File: config.mk
export PLATFORM = sky130hd
export DESIGN_NAME = fetch_queue
export DESIGN_NICKNAME = d
export VERILOG_FILES = /design/src/rtl/fetch_pkg.sv /design/src/rtl/fetch_queue_sync_fifo.sv /design/src/rtl/fetch_queue.sv
export SDC_FILE = /design/constraint.sdc
export NUM_CORES = 1
export LEC_CHECK = 0
export ABC_AREA = 0
export CAP_MARGIN = 20
export CORE_ASPECT_RATIO = 1.4
export CORE_MARGIN = 2
export CORE_UTILIZATION = 49
export DETAILED_ROUTE_END_ITERATION = 6
export HOLD_SLACK_MARGIN = 0.06
export PLACE_DENSITY = 0.73
export SYNTH_ARGS = -nofsm -noshare
export SYNTH_HDL_FRONTEND = slang
export SYNTH_SLANG_ARGS = --single-unit
File: constraint.sdc
create_clock -name clk -period 4.7 [get_ports clk]
set_input_delay 1.175 -clock clk [delete_from_list [all_inputs] [get_ports clk]]
set_output_delay 1.175 -clock clk [all_outputs]
set_load 0.01 [all_outputs]
File: src/rtl/fetch_pkg.sv
// Shared types and constants for the instruction fetch queue.
package fetch_pkg;

  // addi x0, x0, 0 -- presented on if_instr whenever nothing valid is at the head
  localparam logic [31:0] NOP_INSTR = 32'h0000_0013;

  typedef enum logic [1:0] {
    FETCH = 2'd0,
    DRAIN = 2'd1,
    HOLD  = 2'd2
  } fetch_state_e;

  typedef struct packed {
    logic [31:0] pc;
    logic [31:0] instr;
  } fetch_entry_t;

  // Redirect targets only have their two low bits cleared
  function automatic logic [31:0] word_align(input logic [31:0] a);
    return {a[31:2], 2'b00};
  endfunction

endpackage

File: src/rtl/fetch_queue_sync_fifo.sv
// Small synchronous FIFO of {pc, instr} entries with flush.
// Clear wins over push/pop; a push into a full FIFO is ignored unless a pop frees a slot.
module sync_fifo
  import fetch_pkg::*;
#(
  parameter int DEPTH = 4,
  localparam int AW = $clog2(DEPTH),
  localparam int CW = AW + 1
) (
  input  logic          clk,
  input  logic          reset,
  input  logic          clear,
  input  logic          push,
  input  fetch_entry_t  push_data,
  input  logic          pop,
  output fetch_entry_t  head,
  output logic [CW-1:0] count,
  output logic          empty
);

  fetch_entry_t  mem [DEPTH];
  logic [AW-1:0] rd_ptr, wr_ptr;
  logic          full, do_push, do_pop;

  assign empty   = (count == '0);
  assign full    = (count == DEPTH[CW-1:0]);
  assign do_pop  = pop && !empty;
  assign do_push = push && (!full || do_pop);
  assign head    = mem[rd_ptr];

  // Storage write; pointers alone decide what is live, so no reset needed
  always_ff @(posedge clk) begin
    if (do_push && !clear) mem[wr_ptr] <= push_data;
  end

  // Pointer and occupancy tracking
  always_ff @(posedge clk) begin
    if (!reset || clear) begin
      rd_ptr <= '0;
      wr_ptr <= '0;
      count  <= '0;
    end else begin
      if (do_push) wr_ptr <= wr_ptr + AW'(1);
      if (do_pop)  rd_ptr <= rd_ptr + AW'(1);
      count <= count + CW'(do_push) - CW'(do_pop);
    end
  end

endmodule

File: src/rtl/fetch_queue.sv
// Instruction fetch front-end: issues word fetches on a request/response port,
// buffers {pc, instr} pairs, honours stalls and EX-stage redirects.
// Optional macro FETCH_QUEUE_BYPASS_EN: a response arriving at an empty queue
// drives if_* in the same cycle and is only buffered if not consumed.
module fetch_queue
  import fetch_pkg::*;
#(
  parameter int          DEPTH     = 4,
  parameter logic [31:0] RESET_PC  = 32'h0000_0000,
  parameter logic [31:0] NOP_INSTR = fetch_pkg::NOP_INSTR,
  localparam int CW = $clog2(DEPTH) + 1
) (
  input  logic          clk,
  input  logic          reset,
  output logic          imem_req_valid,
  input  logic          imem_req_ready,
  output logic [31:0]   imem_req_addr,
  input  logic          imem_rsp_valid,
  input  logic [31:0]   imem_rsp_data,
  input  logic          redirect_valid,
  input  logic [31:0]   redirect_pc,
  input  logic          stall,
  output logic          if_valid,
  output logic [31:0]   if_pc,
  output logic [31:0]   if_pc_plus_4,
  output logic [31:0]   if_instr,
  output logic [CW-1:0] o_occupancy
);

  localparam logic [CW:0] DEPTH_W = DEPTH[CW:0];

  fetch_state_e  state, state_nxt;
  logic [31:0]   fetch_pc, rsp_pc;
  logic [CW-1:0] outstanding, drop_cnt, drop_nxt, fifo_count;
  logic [CW:0]   credits_used;
  logic          hs, rsp_drop, rsp_accept, push, pop, fifo_empty, bypass, head_valid;
  fetch_entry_t  fifo_head, rsp_entry, head_sel;

  assign credits_used = {1'b0, fifo_count} + {1'b0, outstanding};
  assign hs           = imem_req_valid && imem_req_ready;
  assign rsp_drop     = imem_rsp_valid && (drop_cnt != '0);
  // A response landing with a redirect is stale by definition
  assign rsp_accept   = imem_rsp_valid && (drop_cnt == '0) && !redirect_valid;
  assign rsp_entry    = '{pc: rsp_pc, instr: imem_rsp_data};

`ifdef FETCH_QUEUE_BYPASS_EN
  assign bypass = fifo_empty && (drop_cnt == '0) && imem_rsp_valid &&
                  !redirect_valid && (state != HOLD);
`else
  assign bypass = 1'b0;
`endif

  // Bypassed data only needs buffering when the consumer is stalled
  assign push = rsp_accept && !(bypass && !stall);
  assign pop  = head_valid && !fifo_empty && !stall && !redirect_valid;

  sync_fifo #(.DEPTH(DEPTH)) u_fifo (
    .clk       (clk),
    .reset     (reset),
    .clear     (redirect_valid),
    .push      (push),
    .push_data (rsp_entry),
    .pop       (pop),
    .head      (fifo_head),
    .count     (fifo_count),
    .empty     (fifo_empty)
  );

  // Stale-response count: a redirect discards everything still in flight
  always_comb begin
    drop_nxt = drop_cnt;
    if (redirect_valid)  drop_nxt = outstanding - CW'(imem_rsp_valid);
    else if (rsp_drop)   drop_nxt = drop_cnt - CW'(1);
  end

  // Address counters and credit tracking
  always_ff @(posedge clk) begin
    if (!reset) begin
      fetch_pc    <= RESET_PC;
      rsp_pc      <= RESET_PC;
      outstanding <= '0;
      drop_cnt    <= '0;
    end else begin
      outstanding <= outstanding + CW'(hs) - CW'(imem_rsp_valid);
      drop_cnt    <= drop_nxt;
      if (redirect_valid) begin
        fetch_pc <= word_align(redirect_pc);
        rsp_pc   <= word_align(redirect_pc);
      end else begin
        if (hs)         fetch_pc <= fetch_pc + 32'd4;
        if (rsp_accept) rsp_pc   <= rsp_pc + 32'd4;
      end
    end
  end

  // State register
  always_ff @(posedge clk) begin
    if (!reset) state <= FETCH;
    else        state <= state_nxt;
  end

  // Next state: redirects pick the mode, DRAIN ends once stale responses are gone
  always_comb begin
    state_nxt = state;
    if (redirect_valid) begin
      if (redirect_pc[1:0] != 2'b00) state_nxt = HOLD;
      else if (drop_nxt != '0)       state_nxt = DRAIN;
      else                           state_nxt = FETCH;
    end else if (state == DRAIN && drop_nxt == '0) begin
      state_nxt = FETCH;
    end
  end

  // Outputs: request port and IF/ID-facing head entry
  always_comb begin
    imem_req_valid = reset && (state != HOLD) && !redirect_valid && (credits_used < DEPTH_W);
    imem_req_addr  = fetch_pc;
    head_valid     = (state != HOLD) && (!fifo_empty || bypass);
    head_sel       = fifo_empty ? rsp_entry : fifo_head;
    if_valid       = head_valid;
    if_pc          = head_valid ? head_sel.pc : 32'd0;
    if_instr       = head_valid ? head_sel.instr : NOP_INSTR;
    if_pc_plus_4   = if_pc + 32'd4;
    o_occupancy    = fifo_count;
  end

endmodule

==> results of run 1 <==
-- power breakdown --
part           switching, mW  internal, mW
clock network           1.05          1.42
registers             0.0793          3.19
logic                  0.297         0.292
-- cells in the final DEF (no fill, tap or decap), types with 13 or more instances in the layout --
| cell type | n |
|---|---|
| clkbuf_16 | 34 |
| a31oi_1 | 13 |
| inv_1 | 34 |
| and3_1 | 65 |
| edfxtp_1 | 248 |
| buf_4 | 25 |
| xor2_1 | 22 |
| ha_1 | 16 |
| nand4_1 | 15 |
| dfxtp_1 | 72 |
| nor3_1 | 19 |
| o21ai_0 | 26 |
| clkdlybuf4s50_1 | 194 |
| xnor2_1 | 47 |
| nand3_1 | 31 |
| nor2_1 | 56 |
| nand2_1 | 78 |
| mux4_2 | 57 |
| a21oi_1 | 43 |
-- Yosys cell counts, types with 3 or more instances --
| cell type | count |
|---|---|
| mux2_2 | 5 |
| nor3_1 | 20 |
| buf_2 | 8 |
| xor2_1 | 22 |
| nor2_1 | 57 |
| nand2b_1 | 4 |
| edfxtp_1 | 248 |
| clkbuf_1 | 35 |
| o21ai_1 | 4 |
| nand3b_1 | 3 |
| nand3_1 | 31 |
| a21oi_1 | 43 |
| mux4_2 | 57 |
| nand4_1 | 15 |
| o21a_1 | 3 |
| and3_1 | 65 |
| nor4_1 | 4 |
| a21boi_0 | 5 |
| inv_1 | 34 |
| a31oi_1 | 13 |
| o21ai_0 | 26 |
| dfxtp_1 | 77 |
| ha_1 | 17 |
| mux4_1 | 5 |
| buf_4 | 11 |
| xnor2_1 | 47 |
| and4_1 | 8 |
| nand2_1 | 79 |
| buf_1 | 3 |
| or3_1 | 3 |
| a211oi_1 | 10 |
| and2_1 | 16 |
| o41ai_1 | 3 |
-- sequential cells by signal (all words and copies together), names as in the netlist, named ones only --
name,cells
u_fifo.count,3
outstanding,3
imem_req_addr,30
u_fifo.mem,248
state,2
u_fifo.rd_ptr,2
rsp_pc,30
u_fifo.wr_ptr,2
drop_cnt,3
-- repair_timing --
action,in CTS,in global routing
gates resized for setup,2,11
endpoints found under the hold margin,0,0
pin swaps,2,3
cloned,0,5
buffers inserted,2,7
setup endpoints to repair,13,12
-- worst max path at each step --
| stage | depth (start not counted) | start | end | slack [ns] |
|---|---|---|---|---|
| after floorplan | 12 | u_fifo.count[1] | if_pc_plus_4[28] | 0.74 |
| after global placement | 8 | flip-flop | if_pc_plus_4[21] | 0.52 |
| after detailed placement | 10 | u_fifo.count[1] | if_pc_plus_4[28] | 0.46 |
| after CTS | 11 | flip-flop | if_pc_plus_4[28] | 0.04 |
| after global routing | 11 | flip-flop | if_pc_plus_4[30] | 0.002 |
| final | 10 | flip-flop | if_pc_plus_4[22] | 0.16 |
-- cells by family after synthesis --
| group | share of synthesized area (%) |
|---|---|
| XOR/XNOR | 4.226 |
| adder cells (fa/ha/maj) | 1.768 |
| AO/OA/AOI/OAI | 5.137 |
| multiplexers | 10.44 |
| buffers and inverters | 3.159 |
| flip-flops | 62.86 |
| other | 0.02623 |
| AND/OR/NAND/NOR | 12.38 |
-- per-layer routing --
metal	wire length [microns]	part of all wire, %	GRT usage, %
met1	13400	42	27.03
met2	16030	50	35.43
met3	1999	6.2	2.561
met4	699	2.2	6.565
met5	0	0	0
-- critical path, cell delays in order (launching register included) --
cell and delay (ns):
dfxtp_4 0.41, buf_12 0.19, mux4_2 0.21, and3_1 0.19, ha_2 0.21, nand4_1 0.17
nor3_2 0.22, nand4_1 0.23, nor2_1 0.19, xnor2_1 0.18, clkdlybuf4s50_1 0.59
-- metrics by stage --
stage / cell area [sq um] / cells / hold WS (ns) / power (mW) / setup slack, ns
after floorplan: 14320 / 1032 / 0.4809 / 3.634 / 0.7425
after global placement: 16660 / 1569 / 0.5111 / 3.887 / 0.5185
after detailed placement: 16660 / 1570 / 0.5286 / 3.901 / 0.4611
after CTS: 17700 / 1626 / 0.5369 / 6.368 / 0.03619
after global routing: 17920 / 1638 / 0.5513 / 6.549 / 0.002018
final: 17920 / 1638 / 0.5307 / 6.334 / 0.1644
-- layout make-up --
class,instances,area (sq um)
Multi-Input combinational cell,611,4895
Timing Repair Buffer,232,2406
Fill cell,2224,11060
Clock buffer,34,744.5
Sequential cell,325,9000
Clock inverter,20,260.3
Tap cell,380,475.5
Inverter,36,135.1
==> impl_results.md, run 1 <==
* Status: complete, no violations
* Global-route usage over all layers at 20.47%
* Fin. max-slew vios at 0
* Clk Latency, worst-skew pair at 0.57 ns
* Syn Inst Count at 1,027
* Initial antenna violation count at 0
* Hold-fix buffers, CTS at 0
* R2r worst-path depth at 6
* Min-delay src: rsp_pc[31]
* Async SR Flop Fraction at 0%
* HP Class: flip-flop to flip-flop
* Avg Vias per Cell at 5.616
* Min cycle time layout at 4.536 ns
* Critical path class: flip-flop to primary output
* Synthesized cell area at 14,300 sq um
* Post-synthesis sequential area ratio at 62.86%
* Die width at 148.4 microns
* Worst flop-to-flop path endpoint: u_fifo.mem[3][12]
* DR WL/cell at 19.61 microns
* Worst Hold Path Cells at 0
* RSZ-0062 raised after global routing: no
* Std cell rows at 74
* First-pass detailed-route iteration total at 5
* Layout Utilization at 61.82%
* Cell taking the most area after synthesis: edfxtp_1
* Vias in the first global route at 9,111
* Die area at 30,580 sq um
* Total CTS buffers at 29
* R2r setup slk at 1.83 ns
* Largest net degree at the start of global routing at 64
* Root Driver: clkbuf_16
* Io pins at 203
* Initial DRC Count at 600
* Nets@finish at 1,324
* Synth unique cells at 69
* Clk pin slew, worst setup/hold paths at 0.07 ns
* Port Buffers at 196
* Post-synthesis register bit count at 325
* Power per cell area at 353.5 nW/um^2
* Number of routed nets with antenna violations at 0
* Final hold violations at 0
* Final Cycle Share at 96.50%
* Via count at 9,199
* Setup violators final at 0
* Die height at 206.1 microns
* Slew @ Worst Pin at 0.9388 ns
* R2r startpoint: u_fifo.count[1]
* Yosys top cell area share at 52.08%
* Ratio of cells with drive above 1 in the final layout at 14.15%
* Synth area leaders: edfxtp_1 52%, dfxtp_1 11%, mux4_2 9.0%
* Final clock skew at 0.02189 ns
* Detail Placement HPWL at 20,270 microns
* Rel. slew slack at 37.41%
* Total of max-cap violations at 0
* Core Area at 28,980 sq um
* First-pass GRT wire length at 48,950 microns
* Top_reg_cell synth: edfxtp_1
* Fmax at 220.5 MHz
* Max FO, Critical Path at 23
* CTS Sinks at 325
* RePlAce Congestion at 0.8907
* Hold Path End: u_fifo.mem[3][63]
* CP Data Required Time at 3.52 ns
* DRC viols at 0
* Clk buf depth at 3
* CP Capture Type: primary output
* Initial Util at 49.34%
* CTS tree: built
* Antenna fix cells at 0
* Gr ovfl total at 0
* Max H-tree Level at 1
* Layout Area Growth over Synthesis at 25.30%
* Post-Route Setup TNS at 0 ns
* Peak supply drop at 0.2751 mV
* Drt total wl at 32,130 microns
* CP Launch Type: flip-flop
* Synth Area per Inst at 13.92 sq um
* Pleak at 6.216 nW
* CP Data Arrival Time at 3.36 ns
* EDFF count, synth at 248
* Warnings from Yosys at 0
Note: power is estimated with default switching activity, not from simulation.
==> run 2: changes to the inputs <==
Settings changed: ABC_CLOCK_PERIOD_IN_PS set to 4700, MAX_ROUTING_LAYER set to met4.
==> impl_results.md, run 2 (synthesized netlist as in run 1, its figures left out) <==
* Status: complete, no violations
* Port Buffers at 196
* Clk buf depth at 3
* DR WL/cell at 19.60 microns
* Slowest cell on crit path: clkdlybuf4s50_1
* RePlAce Congestion at 0.9057
* First-pass GRT wire length at 48,980 microns
* Most frequent cells in the layout: 248 x edfxtp_1, 194 x clkdlybuf4s50_1, 78 x nand2_1
* Setup violators final at 0
* Min cycle time layout at 4.507 ns
* Slew @ Worst Pin at 0.9423 ns
* Area after DPL at 16,660 sq um
* Initial Util at 49.34%
* Std cell rows at 74
* Avg Vias per Cell at 5.593
* Critical path class: flip-flop to primary output
* Cell mode on critical path: nand4_1
* RSZ-0062 raised after global routing: no
* Final clock skew at 0.02025 ns
* Gr ovfl total at 0
* Drt total wl at 32,110 microns
* Most common cell after layout, fill and taps aside: edfxtp_1
* Post-Route Setup TNS at 0 ns
* Nets@finish at 1,324
* Max reg flops at 248
* Max FO, Critical Path at 23
* Core Area at 28,980 sq um
* Power per cell area at 353.6 nW/um^2
* CP Data Arrival Time at 3.33 ns
* Vias in the first global route at 9,104
* Die width at 148.4 microns
* Io pins at 203
* Clk Latency, worst-skew pair at 0.57 ns
* Peak supply drop at 0.2763 mV
* Die area at 30,580 sq um
* First-pass detailed-route iteration total at 5
* Pleak at 6.216 nW
* Final Cycle Share at 95.90%
* Clk pin slew, worst setup/hold paths at 0.07 ns
* Final hold violations at 0
* CP Launch Type: flip-flop
* Layout Area Growth over Synthesis at 25.30%
* Max H-tree Level at 1
* Antenna fix cells at 0
* DRC viols at 0
* Initial DRC Count at 596
* Ratio of cells with drive above 1 in the final layout at 14.15%
* Worst path max stage delay at 0.58 ns
* Root Driver: clkbuf_16
* Post-route cell area at 17,920 sq um
* Initial antenna violation count at 0
* Fin. max-slew vios at 0
* Largest net degree at the start of global routing at 64
* Rel. slew slack at 37.18%
* CTS Sinks at 325
* Via count at 9,161
* Biggest register: u_fifo.mem
* Die height at 206.1 microns
* CP Cell Sequence: buf_12, mux4_2, and3_1, ha_2, nand4_1, nor3_2, nand4_1, nor2_1, xnor2_1, clkdlybuf4s50_1
* CTS tree: built
* HP Class: flip-flop to flip-flop
* CP Capture Type: primary output
* CP Data Required Time at 3.52 ns
* Total of max-cap violations at 0
* Global-route usage over all layers at 21.08%
* Fmax at 221.9 MHz
* Total CTS buffers at 29
* Hold-fix buffers, CTS at 0
* Number of routed nets with antenna violations at 0
* Detail Placement HPWL at 20,270 microns
run 2: cell counts in the layout (fill, tap and decap cells not counted):
Identical to the previous run, type by type.
run 2: repair_timing:
item,4_1_cts,5_1_grt
resized for setup,2,11
endpoints found under the setup margin,13,12
pin swaps,2,3
cloned,0,5
setup buffers,2,7
run 2: where the power goes:
part	total (mW)	leakage [nW]	switching [mW]	internal (mW)
combinational	0.588	2.84	0.296	0.291
sequential	3.27	2.90	0.0798	3.19
clock	2.48	0.475	1.05	1.42
total	6.34	6.22	1.43	4.91
run 2: cell type report:
cell class                 count  area [sq um]
fill                        2224         11060
sequential                   325          9000
multi-input combinational    611          4895
timing repair buffer         232          2406
clock buffer                  34         744.5
tap                          380         475.5
clock inverter                20         260.3
inverter                      36         135.1
run 2: worst max-delay path: cells and delay by family (launching register included):
family	cells	cell delay, ns
fa+ha+maj	1	0.21
simple gates	5	1.00
buf+inv	2	0.77
xor+xnor	1	0.17
flops	1	0.41
mux	1	0.21
run 2: final timing paths:
path	startpoint	end	slack, ns	cells after the start
setup / recovery	flip-flop	if_pc_plus_4[22]	0.19	10
hold / removal	rsp_pc[31]	u_fifo.mem[3][63]	0.54	0
setup reg to reg	u_fifo.count[1]	u_fifo.mem[3][11]	1.83	6
hold reg to reg	rsp_pc[31]	u_fifo.mem[3][63]	0.54	0
run 2: layer usage:
layer | routed length, microns | GRT usage [%] | part of all wire [%]
met5 | 0 | - | 0
met4 | 709 | 6.531 | 2.2
met3 | 2062 | 2.406 | 6.4
met2 | 16000 | 35.45 | 50
met1 | 13340 | 27.15 | 42
run 2: through the flow:
step | util (%) | std cells | setup slack, ns | power [mW] | hold slack [ns]
after floorplan | - | 1032 | 0.7425 | 3.634 | 0.4809
after global placement | 57.47 | 1569 | 0.5185 | 3.887 | 0.5111
after detailed placement | 57.50 | 1570 | 0.4611 | 3.901 | 0.5286
after CTS | 61.08 | 1626 | 0.03619 | 6.368 | 0.5369
after global routing | 61.82 | 1638 | 0.003687 | 6.549 | 0.5513
final | 61.82 | 1638 | 0.1928 | 6.335 | 0.5385
==> run 3: changes to the inputs <==
Settings changed: PLACE_DENSITY 0.73 to 0.8.
==> impl_results.md, run 3 (synthesized netlist as in run 1, its figures left out) <==
* Drt total wl at 32,120 microns
* Final Cycle Share at 96.45%
* Placed Cells at 1,571
* Storage cell area at 8997 sq um
* Ratio of cells with drive above 1 in the final layout at 13.44%
* Final clock skew at 0.008006 ns
* Total of max-cap violations at 0
* HP Class: flip-flop to flip-flop
* Number of routed nets with antenna violations at 0
* Gr ovfl total at 0
* Largest net degree at the start of global routing at 64
* CP Data Required Time at 3.52 ns
* Total CTS buffers at 29
* Die area at 30,580 sq um
* # fillers at 2,196
* Most common cell after layout, fill and taps aside: edfxtp_1
* Status: complete, no violations
* Via count at 9,255
* Die width at 148.4 microns
* CTS tree: built
* Biggest register: u_fifo.mem
* Multi-input gate area at 4890 sq um
* Setup violators final at 0
* Global-route usage over all layers at 21.15%
* Avg Vias per Cell at 5.654
* Core Area at 28,980 sq um
* Pleak at 6.067 nW
* Pre-CTS setup slack at 0.5024 ns
* RSZ-0062 raised after global routing: no
* Post-Route Setup TNS at 0 ns
* Min cycle time layout at 4.533 ns
* Critical path class: flip-flop to primary output
* Hold-fix buffers, CTS at 0
* Std cell rows at 74
* Initial DRC Count at 676
* DRC viols at 0
* Layout Utilization at 60.82%
* Max H-tree Level at 1
* Antenna fix cells at 0
* Final WS setup at 0.1669 ns
* CP Capture Type: primary output
* Detail Placement HPWL at 21,500 microns
* Port Buffers at 196
* Max FO, Critical Path at 11
* Io pins at 203
* Clk Latency, worst-skew pair at 0.54 ns
* First-pass GRT wire length at 49,360 microns
* First-pass detailed-route iteration total at 6
* Final Non-Filler Cells at 1,637
* Nets@finish at 1,323
* Most frequent cells in the layout: 248 x edfxtp_1, 196 x clkdlybuf4s50_1, 78 x nand2_1
* Clk buf depth at 3
* Slew @ Worst Pin at 0.9406 ns
* Rel. slew slack at 37.30%
* Root Driver: clkbuf_16
* Initial Util at 49.34%
* Fin. max-slew vios at 0
* Fmax at 220.6 MHz
* Final hold violations at 0
* CP Data Arrival Time at 3.36 ns
* Layout Area Growth over Synthesis at 23.27%
* CTS Sinks at 325
* Vias in the first global route at 9,016
* Initial antenna violation count at 0
* Peak supply drop at 0.3208 mV
* RePlAce Congestion at 0.9122
* Clk pin slew, worst setup/hold paths at 0.06 ns
* Die height at 206.1 microns
* CP Launch Type: flip-flop
* DR WL/cell at 19.62 microns
* Max reg flops at 248
* Power per cell area at 343.6 nW/um^2
run 3: metrics by stage:
| step | total power [mW] | instance area [sq um] | hold slack (ns) |
|---|---|---|---|
| floorplan | 3.634 | 14320 | 0.4809 |
| finish | 6.056 | 17630 | 0.5376 |
| detailed placement | 3.902 | 16650 | 0.5229 |
| global route | 6.265 | 17630 | 0.5607 |
| global placement | 3.882 | 16650 | 0.5079 |
| CTS | 6.087 | 17550 | 0.5390 |
run 3: power by group:
group | switching (mW) | leakage [nW] | internal [mW]
clock | 0.983 | 0.421 | 1.23
combinational | 0.294 | 2.75 | 0.279
sequential | 0.0811 | 2.90 | 3.19
total | 1.36 | 6.07 | 4.70
run 3: path summary, 6_finish.rpt:
kind	from	endpoint	slack [ns]	cells after the start
worst max-delay path	flip-flop	if_pc_plus_4[24]	0.17	10
worst min-delay path	state[1]	state[1]	0.54	2
worst max register to register	u_fifo.count[1]	u_fifo.mem[1][57]	1.90	6
worst min register to register	state[1]	state[1]	0.54	2
run 3: per-layer routing:
metal / vias to the layer above / global-route usage [%] / routed length, microns
met1: 4533 / 27.82 / 13180
met4: 0 / 6.701 / 874
met3: 51 / 2.362 / 2093
li1: 4285 / - / -
met2: 386 / 34.90 / 15970
met5: - / - / 0
run 3: cell type report:
type / count / area share, %
flip-flops and latches: 325 / 51.05
multi-input cells: 611 / 27.74
repair buffers: 231 / 12.76
clock buffers: 45 / 4.536
well taps: 380 / 2.698
inverters: 36 / 0.7667
clock inverters: 9 / 0.4472
run 3: worst max-delay path, stage by stage, from the launching register on:
cell and delay (ns):
dfxtp_4 0.45, mux4_1 0.61, nand2_1 0.11, inv_1 0.06
ha_1 0.22, nand4_1 0.14, nor3_2 0.08, nand4_1 0.16
nor2_1 0.08, xnor2_1 0.29, clkdlybuf4s50_1 0.61
run 3: what timing repair did:
action                                  CTS  global route
pin swaps                                 2             3
buffers inserted                          2             9
endpoints found under the setup margin    4            17
gates resized for setup                   2             6
endpoints found under the hold margin     0             0
